**src/rtl/elevator_pkg.sv**
```systemverilog
// Shared definitions for the elevator controller: the car state encoding,
// which doubles as the externally visible status code, and a small sizing helper.
package elevator_pkg;

    typedef enum logic [1:0] {
        ST_IDLE        = 2'b00,
        ST_MOVING_UP   = 2'b01,
        ST_MOVING_DOWN = 2'b10,
        ST_DOOR_OPEN   = 2'b11
    } elev_state_e;

    // Width of a counter that must hold 0..n-1; never narrower than one bit.
    function automatic int cntWidth(input int n);
        return (n > 1) ? $clog2(n) : 1;
    endfunction

endpackage

```
**src/rtl/elevator_req_tracker.sv**
```systemverilog
// Holds one pending bit per floor.
// Reports whether requests exist at, above or below two floors: the floor the
// car is at, and the look-ahead floor it is about to step onto.
module elevator_req_tracker
    import elevator_pkg::*;
#(
    parameter int NUM_FLOORS = 4,
    parameter int FLOOR_W    = $clog2(NUM_FLOORS)
) (
    input  logic                  clk,
    input  logic                  rst,
    input  logic                  setValid_i,
    input  logic [FLOOR_W-1:0]    setFloor_i,
    input  logic                  clrValid_i,
    input  logic [FLOOR_W-1:0]    clrFloor_i,
    input  logic [FLOOR_W-1:0]    curFloor_i,
    input  logic [FLOOR_W-1:0]    lookFloor_i,
    output logic [NUM_FLOORS-1:0] pending_o,
    output logic                  reqHere_o,
    output logic                  reqAbove_o,
    output logic                  reqBelow_o,
    output logic                  lookHere_o,
    output logic                  lookAbove_o,
    output logic                  lookBelow_o
);

    logic [NUM_FLOORS-1:0] pending_q;
    logic [NUM_FLOORS-1:0] pending_d;

    // Clear the served floor, then set a newly accepted one; the controller never asks for both on one floor.
    always_comb begin
        pending_d = pending_q;
        for (int i = 0; i < NUM_FLOORS; i++) begin
            if (clrValid_i && (clrFloor_i == FLOOR_W'(i))) begin
                pending_d[i] = 1'b0;
            end
            if (setValid_i && (setFloor_i == FLOOR_W'(i))) begin
                pending_d[i] = 1'b1;
            end
        end
    end

    // Pending register, cleared immediately by reset.
    always_ff @(posedge clk or posedge rst) begin
        if (rst) begin
            pending_q <= '0;
        end else begin
            pending_q <= pending_d;
        end
    end

    // Position flags relative to the current floor and to the look-ahead floor.
    always_comb begin
        reqHere_o   = 1'b0;
        reqAbove_o  = 1'b0;
        reqBelow_o  = 1'b0;
        lookHere_o  = 1'b0;
        lookAbove_o = 1'b0;
        lookBelow_o = 1'b0;
        for (int i = 0; i < NUM_FLOORS; i++) begin
            if (pending_q[i]) begin
                if (i == int'(curFloor_i))  reqHere_o   = 1'b1;
                if (i >  int'(curFloor_i))  reqAbove_o  = 1'b1;
                if (i <  int'(curFloor_i))  reqBelow_o  = 1'b1;
                if (i == int'(lookFloor_i)) lookHere_o  = 1'b1;
                if (i >  int'(lookFloor_i)) lookAbove_o = 1'b1;
                if (i <  int'(lookFloor_i)) lookBelow_o = 1'b1;
            end
        end
    end

    assign pending_o = pending_q;

endmodule

```
**src/rtl/elevator_ctrl.sv**
```systemverilog
// Single-car elevator controller using SCAN scheduling.
// The car keeps moving in its current direction while requests lie ahead.
// A step onto a pending floor opens the door for a fixed time.
// Requests for the floor where the door is open extend the door time instead of queuing.
module elevator_ctrl
    import elevator_pkg::*;
#(
    parameter int NUM_FLOORS    = 4,
    parameter int FLOOR_W       = $clog2(NUM_FLOORS),
    parameter int TRAVEL_CYCLES = 4,
    parameter int DOOR_CYCLES   = 3
) (
    input  logic                  clk,
    input  logic                  rst,
    input  logic                  req_valid,
    input  logic [FLOOR_W-1:0]    req_floor,
    output logic [FLOOR_W-1:0]    current_floor,
    output logic [1:0]            elevator_status,
    output logic [NUM_FLOORS-1:0] pending,
    output logic                  arrived
);

    localparam int TRAV_W = cntWidth(TRAVEL_CYCLES);
    localparam int DOOR_W = cntWidth(DOOR_CYCLES);
    localparam logic [TRAV_W-1:0]  TRAV_LAST  = TRAV_W'(TRAVEL_CYCLES - 1);
    localparam logic [DOOR_W-1:0]  DOOR_LAST  = DOOR_W'(DOOR_CYCLES - 1);
    localparam logic [FLOOR_W-1:0] TOP_FLOOR  = FLOOR_W'(NUM_FLOORS - 1);

    elev_state_e         state_q,     state_d;
    logic [FLOOR_W-1:0]  floor_q,     floor_d;
    logic [TRAV_W-1:0]   travelCnt_q, travelCnt_d;
    logic [DOOR_W-1:0]   doorCnt_q,   doorCnt_d;
    logic                lastUp_q,    lastUp_d;
    logic                arrived_q,   arrived_d;

    logic [FLOOR_W-1:0]  lookFloor;
    logic                clrValid;
    logic [FLOOR_W-1:0]  clrFloor;
    logic                reqInRange;
    logic                absorbReq;
    logic                setValid;
    logic                reqHere, reqAbove, reqBelow;
    logic                lookHere, lookAbove, lookBelow;

    // A request for the floor where the door is, or is about to be, open is absorbed rather than queued.
    assign reqInRange = (int'(req_floor) < NUM_FLOORS);
    assign absorbReq  = (state_d == ST_DOOR_OPEN) && (req_floor == floor_d);
    assign setValid   = req_valid && reqInRange && !absorbReq;

    elevator_req_tracker #(
        .NUM_FLOORS (NUM_FLOORS),
        .FLOOR_W    (FLOOR_W)
    ) u_tracker (
        .clk         (clk),
        .rst         (rst),
        .setValid_i  (setValid),
        .setFloor_i  (req_floor),
        .clrValid_i  (clrValid),
        .clrFloor_i  (clrFloor),
        .curFloor_i  (floor_q),
        .lookFloor_i (lookFloor),
        .pending_o   (pending),
        .reqHere_o   (reqHere),
        .reqAbove_o  (reqAbove),
        .reqBelow_o  (reqBelow),
        .lookHere_o  (lookHere),
        .lookAbove_o (lookAbove),
        .lookBelow_o (lookBelow)
    );

    // The floor the car would step onto next, saturated at the shaft ends.
    always_comb begin
        lookFloor = floor_q;
        if ((state_q == ST_MOVING_UP) && (floor_q != TOP_FLOOR)) begin
            lookFloor = floor_q + 1'b1;
        end else if ((state_q == ST_MOVING_DOWN) && (floor_q != '0)) begin
            lookFloor = floor_q - 1'b1;
        end
    end

    // Next-state logic: scheduling decisions, travel/door timing and pending clears.
    always_comb begin
        state_d     = state_q;
        floor_d     = floor_q;
        travelCnt_d = travelCnt_q;
        doorCnt_d   = doorCnt_q;
        lastUp_d    = lastUp_q;
        arrived_d   = 1'b0;
        clrValid    = 1'b0;
        clrFloor    = floor_q;
        unique case (state_q)
            ST_IDLE: begin
                if (reqHere) begin
                    state_d   = ST_DOOR_OPEN;
                    doorCnt_d = '0;
                    arrived_d = 1'b1;
                    clrValid  = 1'b1;
                end else if ((lastUp_q && reqAbove) || (!lastUp_q && !reqBelow && reqAbove)) begin
                    state_d     = ST_MOVING_UP;
                    travelCnt_d = '0;
                    lastUp_d    = 1'b1;
                end else if (reqBelow) begin
                    state_d     = ST_MOVING_DOWN;
                    travelCnt_d = '0;
                    lastUp_d    = 1'b0;
                end
            end
            ST_MOVING_UP, ST_MOVING_DOWN: begin
                if (travelCnt_q == TRAV_LAST) begin
                    travelCnt_d = '0;
                    floor_d     = lookFloor;
                    if (lookHere) begin
                        state_d   = ST_DOOR_OPEN;
                        doorCnt_d = '0;
                        arrived_d = 1'b1;
                        clrValid  = 1'b1;
                        clrFloor  = lookFloor;
                    end else if ((state_q == ST_MOVING_UP) ? !lookAbove : !lookBelow) begin
                        state_d = ST_IDLE;
                    end
                end else begin
                    travelCnt_d = travelCnt_q + 1'b1;
                end
            end
            ST_DOOR_OPEN: begin
                if (req_valid && (req_floor == floor_q)) begin
                    doorCnt_d = '0;
                end else if (doorCnt_q == DOOR_LAST) begin
                    doorCnt_d = '0;
                    state_d   = ST_IDLE;
                end else begin
                    doorCnt_d = doorCnt_q + 1'b1;
                end
            end
            default: begin
                state_d = ST_IDLE;
            end
        endcase
    end

    // State and datapath registers; reset parks the car at floor 0 heading up.
    always_ff @(posedge clk or posedge rst) begin
        if (rst) begin
            state_q     <= ST_IDLE;
            floor_q     <= '0;
            travelCnt_q <= '0;
            doorCnt_q   <= '0;
            lastUp_q    <= 1'b1;
            arrived_q   <= 1'b0;
        end else begin
            state_q     <= state_d;
            floor_q     <= floor_d;
            travelCnt_q <= travelCnt_d;
            doorCnt_q   <= doorCnt_d;
            lastUp_q    <= lastUp_d;
            arrived_q   <= arrived_d;
        end
    end

    assign current_floor   = floor_q;
    assign elevator_status = state_q;
    assign arrived         = arrived_q;

endmodule

```
**config.mk**
```make
export PLATFORM = sky130hd
export DESIGN_NAME = elevator_ctrl
export DESIGN_NICKNAME = d
export VERILOG_FILES = /design/src/rtl/elevator_pkg.sv /design/src/rtl/elevator_req_tracker.sv /design/src/rtl/elevator_ctrl.sv
export SDC_FILE = /design/constraint.sdc
export NUM_CORES = 1
export LEC_CHECK = 0
export CAP_MARGIN = 20
export CORE_ASPECT_RATIO = 1.4
export CORE_MARGIN = 1.5
export CORE_UTILIZATION = 51
export DETAILED_ROUTE_END_ITERATION = 12
export GPL_TIMING_DRIVEN = 0
export PLACE_DENSITY = 0.79
export SYNTH_ARGS = -nofsm -noshare
export SYNTH_HDL_FRONTEND = slang
export SYNTH_SLANG_ARGS = --single-unit
export TNS_END_PERCENT = 5
```
**constraint.sdc**
```tcl
create_clock -name clk -period 2.6 [get_ports clk]
set_clock_uncertainty 0.15 [all_clocks]
set_input_delay 0.52 -clock clk [delete_from_list [all_inputs] [get_ports clk]]
set_output_delay 0.52 -clock clk [all_outputs]
set_load 0.01 [all_outputs]
```
==> results by group <==
Run status
  • Run status: finished with violations
  • Violated checks: setup timing

Timing
  • PnR worst setup slack: -54.1 ps
  • Max Freq: around 0.38 GHz
  • Max-Slew Margin vs Limit: 0.645
  • Final Hold Vio Count: 0
  • Final setup viols: 6
  • RSZ-0062 raised after global routing: yes
  • Worst-Margin Slew: around 530 ps
  • Fin. max-slew vios: 0
  • Post-layout min period: about 2700 ps
  • Tcrit/Tclk final: 1.02

Layout
  • Post-route cell area: 1860 sq um
  • Area growth from synthesis to final layout: 30.4%
  • Fillers: 208
  • Ant. Diodes: 0
  • Nets: about 210
  • Final Non-Filler Cells: between 200 and 250
  • Layout cells sized above 1: 0.276

Hold path
  • Hold Path Class: reg -> reg

Floorplan
  • # IOs: 14
  • Initial Util: 0.539
  • Site row count: 22
  • Die area: roughly 3100 sq um
  • Core ar.: 2640 sq um
  • Die span in y: between 60 and 70 um
  • Die Span X: ~48 um

Synthesis
  • Synthesized Nets: ~190
  • Post-synth EDFFs: 0
  • Area share of the largest cell type after synthesis: 0.228
  • Top cells by area, synth: dfrtp_1, ha_1, nand2_1
  • Seq/Total Area, Yosys: 0.247
  • Top cells by count, synth: nand2_1, o21ai_0, dfrtp_1, inv_1, ha_1
  • Most frequent cell after synthesis: nand2_1
  • Mapped Area: between 1000 and 1500 sq um
  • Dominant cell type by area after synthesis: dfrtp_1
  • Ys async rst share: 1.00
  • Syn avg cell area: around 8.4 sq um
  • Number of library cell types mapped by synthesis: 54
  • Ys flop type: dfrtp_1
  • Post-Synthesis Cells: 170
  • Synthesis warning total: 0
  • Synthesized flop and latch total: 14

Worst setup path
  • Largest fanout on the critical path: 4
  • CP Launch Type: flip-flop
  • Data arrival, critical path: around 2700 ps
  • Kind of critical path: reg -> reg
  • Req. time, crit path: ~2600 ps
  • Crit. End Element: flip-flop

Routing
  • Post-DRT Antenna Nets: 0
  • Initial DRC Count: 69
  • # DRC: 0
  • Final WL: a little under 4000 um
  • Drt wl/cell: between 15 and 20 um
  • Vias per cell: about 6.1
  • First-pass DRT Iterations: 4
  • Vias: 1417

Clock tree
  • Reg clk slew, reported paths: approximately 90 ps
  • Root Driver: clkbuf_4
  • CTS tree: built
  • Clock sinks: 14
  • Maximum buffer depth of the clock tree: 2
  • Cts bufs inserted: 3
  • # H-tree levels: 1
  • Clk_lat worst skew: between 200 and 300 ps

Global routing
  • First-pass GRT wire length: 6710 um
  • Tot GR Track Use: 0.296
  • Largest net degree at the start of global routing: 15
  • Vias in the first global route: 1482
  • Antenna violations before repair: 0
  • Grt total ovfl: 0

Power
  • LEAKAGE: 0.000765 uW
  • VDD IR-drop max: 0.780 mV
  • P per Cell Area: between 1000 and 1500 nW/um^2

Placement
  • Count of buffers from port buffering: 12
  • DP Area: 1600 sq um
  • HPWL after DPL: 2790 um
  • DP Cell Count: between 200 and 250
  • Placer congestion estimate: 0.891

Flow run
  • MaxCap Viol Count: 0
==> cell usage in the layout, fill, tap and decap left out, drive strengths merged, types with 3 or more instances in the layout <==
cell	synthesis	routed
o211ai	4	4
a22oi	3	3
o21ai	20	20
a21oi	10	10
inv	13	11
ha	11	11
clkdlybuf4s50	0	12
nor3	3	3
nor2	8	8
buf	5	15
dfrtp	13	13
nand2	24	24
nand2b	8	8
a211oi	4	4
xnor2	4	4
clkbuf	0	4
==> worst max-delay path, cell delays in order, from the launching register on <==
cell and delay [ps]:
dfrtp_2 390, buf_8 100, clkinvlp_4 150, ha_4 340
and4bb_1 190, a31o_2 230, o211a_1 260, o41ai_4 240
a41oi_2 90, a211oi_2 300, o41ai_1 100
==> metrics by stage <==
stage | utilization | total power [uW] | worst slack [ps] | TNS, ps | hold WS (ps)
2_1_floorplan | - | 1640 | -29.3 | -65.9 | 258
3_3_place_gp | 0.607 | 2000 | -238 | -1550 | 321
3_5_place_dp | 0.607 | 2070 | -316 | -2140 | 324
4_1_cts | 0.678 | 2470 | -26.4 | -103 | 336
5_1_grt | 0.703 | 2840 | -193 | -1100 | 350
6_report | 0.703 | 2640 | -54.1 | -222 | 333
==> timing repair <==
action,in CTS,in global routing
gates cloned,0,0
setup endpoints to repair,10,8
pin swaps,9,2
hold buffers,0,0
resized for setup,16,11
setup buffers,9,1
==> layer usage <==
layer / track usage / wire (um) / up-vias
met4: 0.118 / 81 / 0
met3: 0.0330 / 166 / 9
met5: 0 / 0 / -
li1: - / - / 672
met1: 0.351 / 1580 / 691
met2: 0.515 / 2150 / 45
==> final timing paths <==
| check | endpoint | slack (ps) | depth (start not counted) | start |
|---|---|---|---|---|
| max | u_tracker.pending_o[0] | -50 | 10 | current_floor[0] |
| min in group asynchronous | u_tracker.pending_o[1] | 410 | 2 | rst |
| min | doorCnt_q[0] | 330 | 1 | doorCnt_q[0] |
| max in group asynchronous | current_floor[0] | 1510 | 2 | rst |
| min reg2reg | doorCnt_q[0] | 330 | 1 | doorCnt_q[0] |
| max reg2reg | u_tracker.pending_o[0] | -50 | 10 | current_floor[0] |
==> layout make-up <==
cell class / instances / area (sq um) / share of cell area
buffer: 5 / 40.0 / 0.0216
clock buffer: 4 / 36.3 / 0.0195
inverter: 13 / 56.3 / 0.0303
multi-input combinational: 138 / 1130 / 0.609
sequential: 14 / 353 / 0.190
tap: 36 / 45.0 / 0.0243
timing repair buffer: 22 / 195 / 0.105
==> cells by family (layout without fill, tap and decap cells) <==
group                    Yosys count  after routing  share of synthesized area
AO/OA/AOI/OAI                     61             61                      0.325
XOR/XNOR                           7              7                     0.0527
adder cells (fa/ha/maj)           11             11                     0.0967
buffers and inverters             18             44                     0.0527
flip-flops                        14             14                      0.247
multiplexers                       2              2                     0.0141
AND/OR/NAND/NOR                   57             57                      0.212
==> where the power goes <==
part           internal (uW)  total (uW)  switching, uW  leakage [uW]
registers                312         411           99.4      0.000166
logic                    918        2070           1150      0.000579
clock network           85.3         159           73.8     0.0000210
==> flip-flops by register name, indices dropped and copies added, names as in the netlist <==
| signal | cells |
|---|---|
| current_floor | 2 |
| travelCnt_q | 2 |
| arrived | 1 |
| doorCnt_q | 2 |
| u_tracker.pending_o | 4 |
| elevator_status | 2 |
| lastUp_q | 1 |
(Power assumes the default switching activity.)
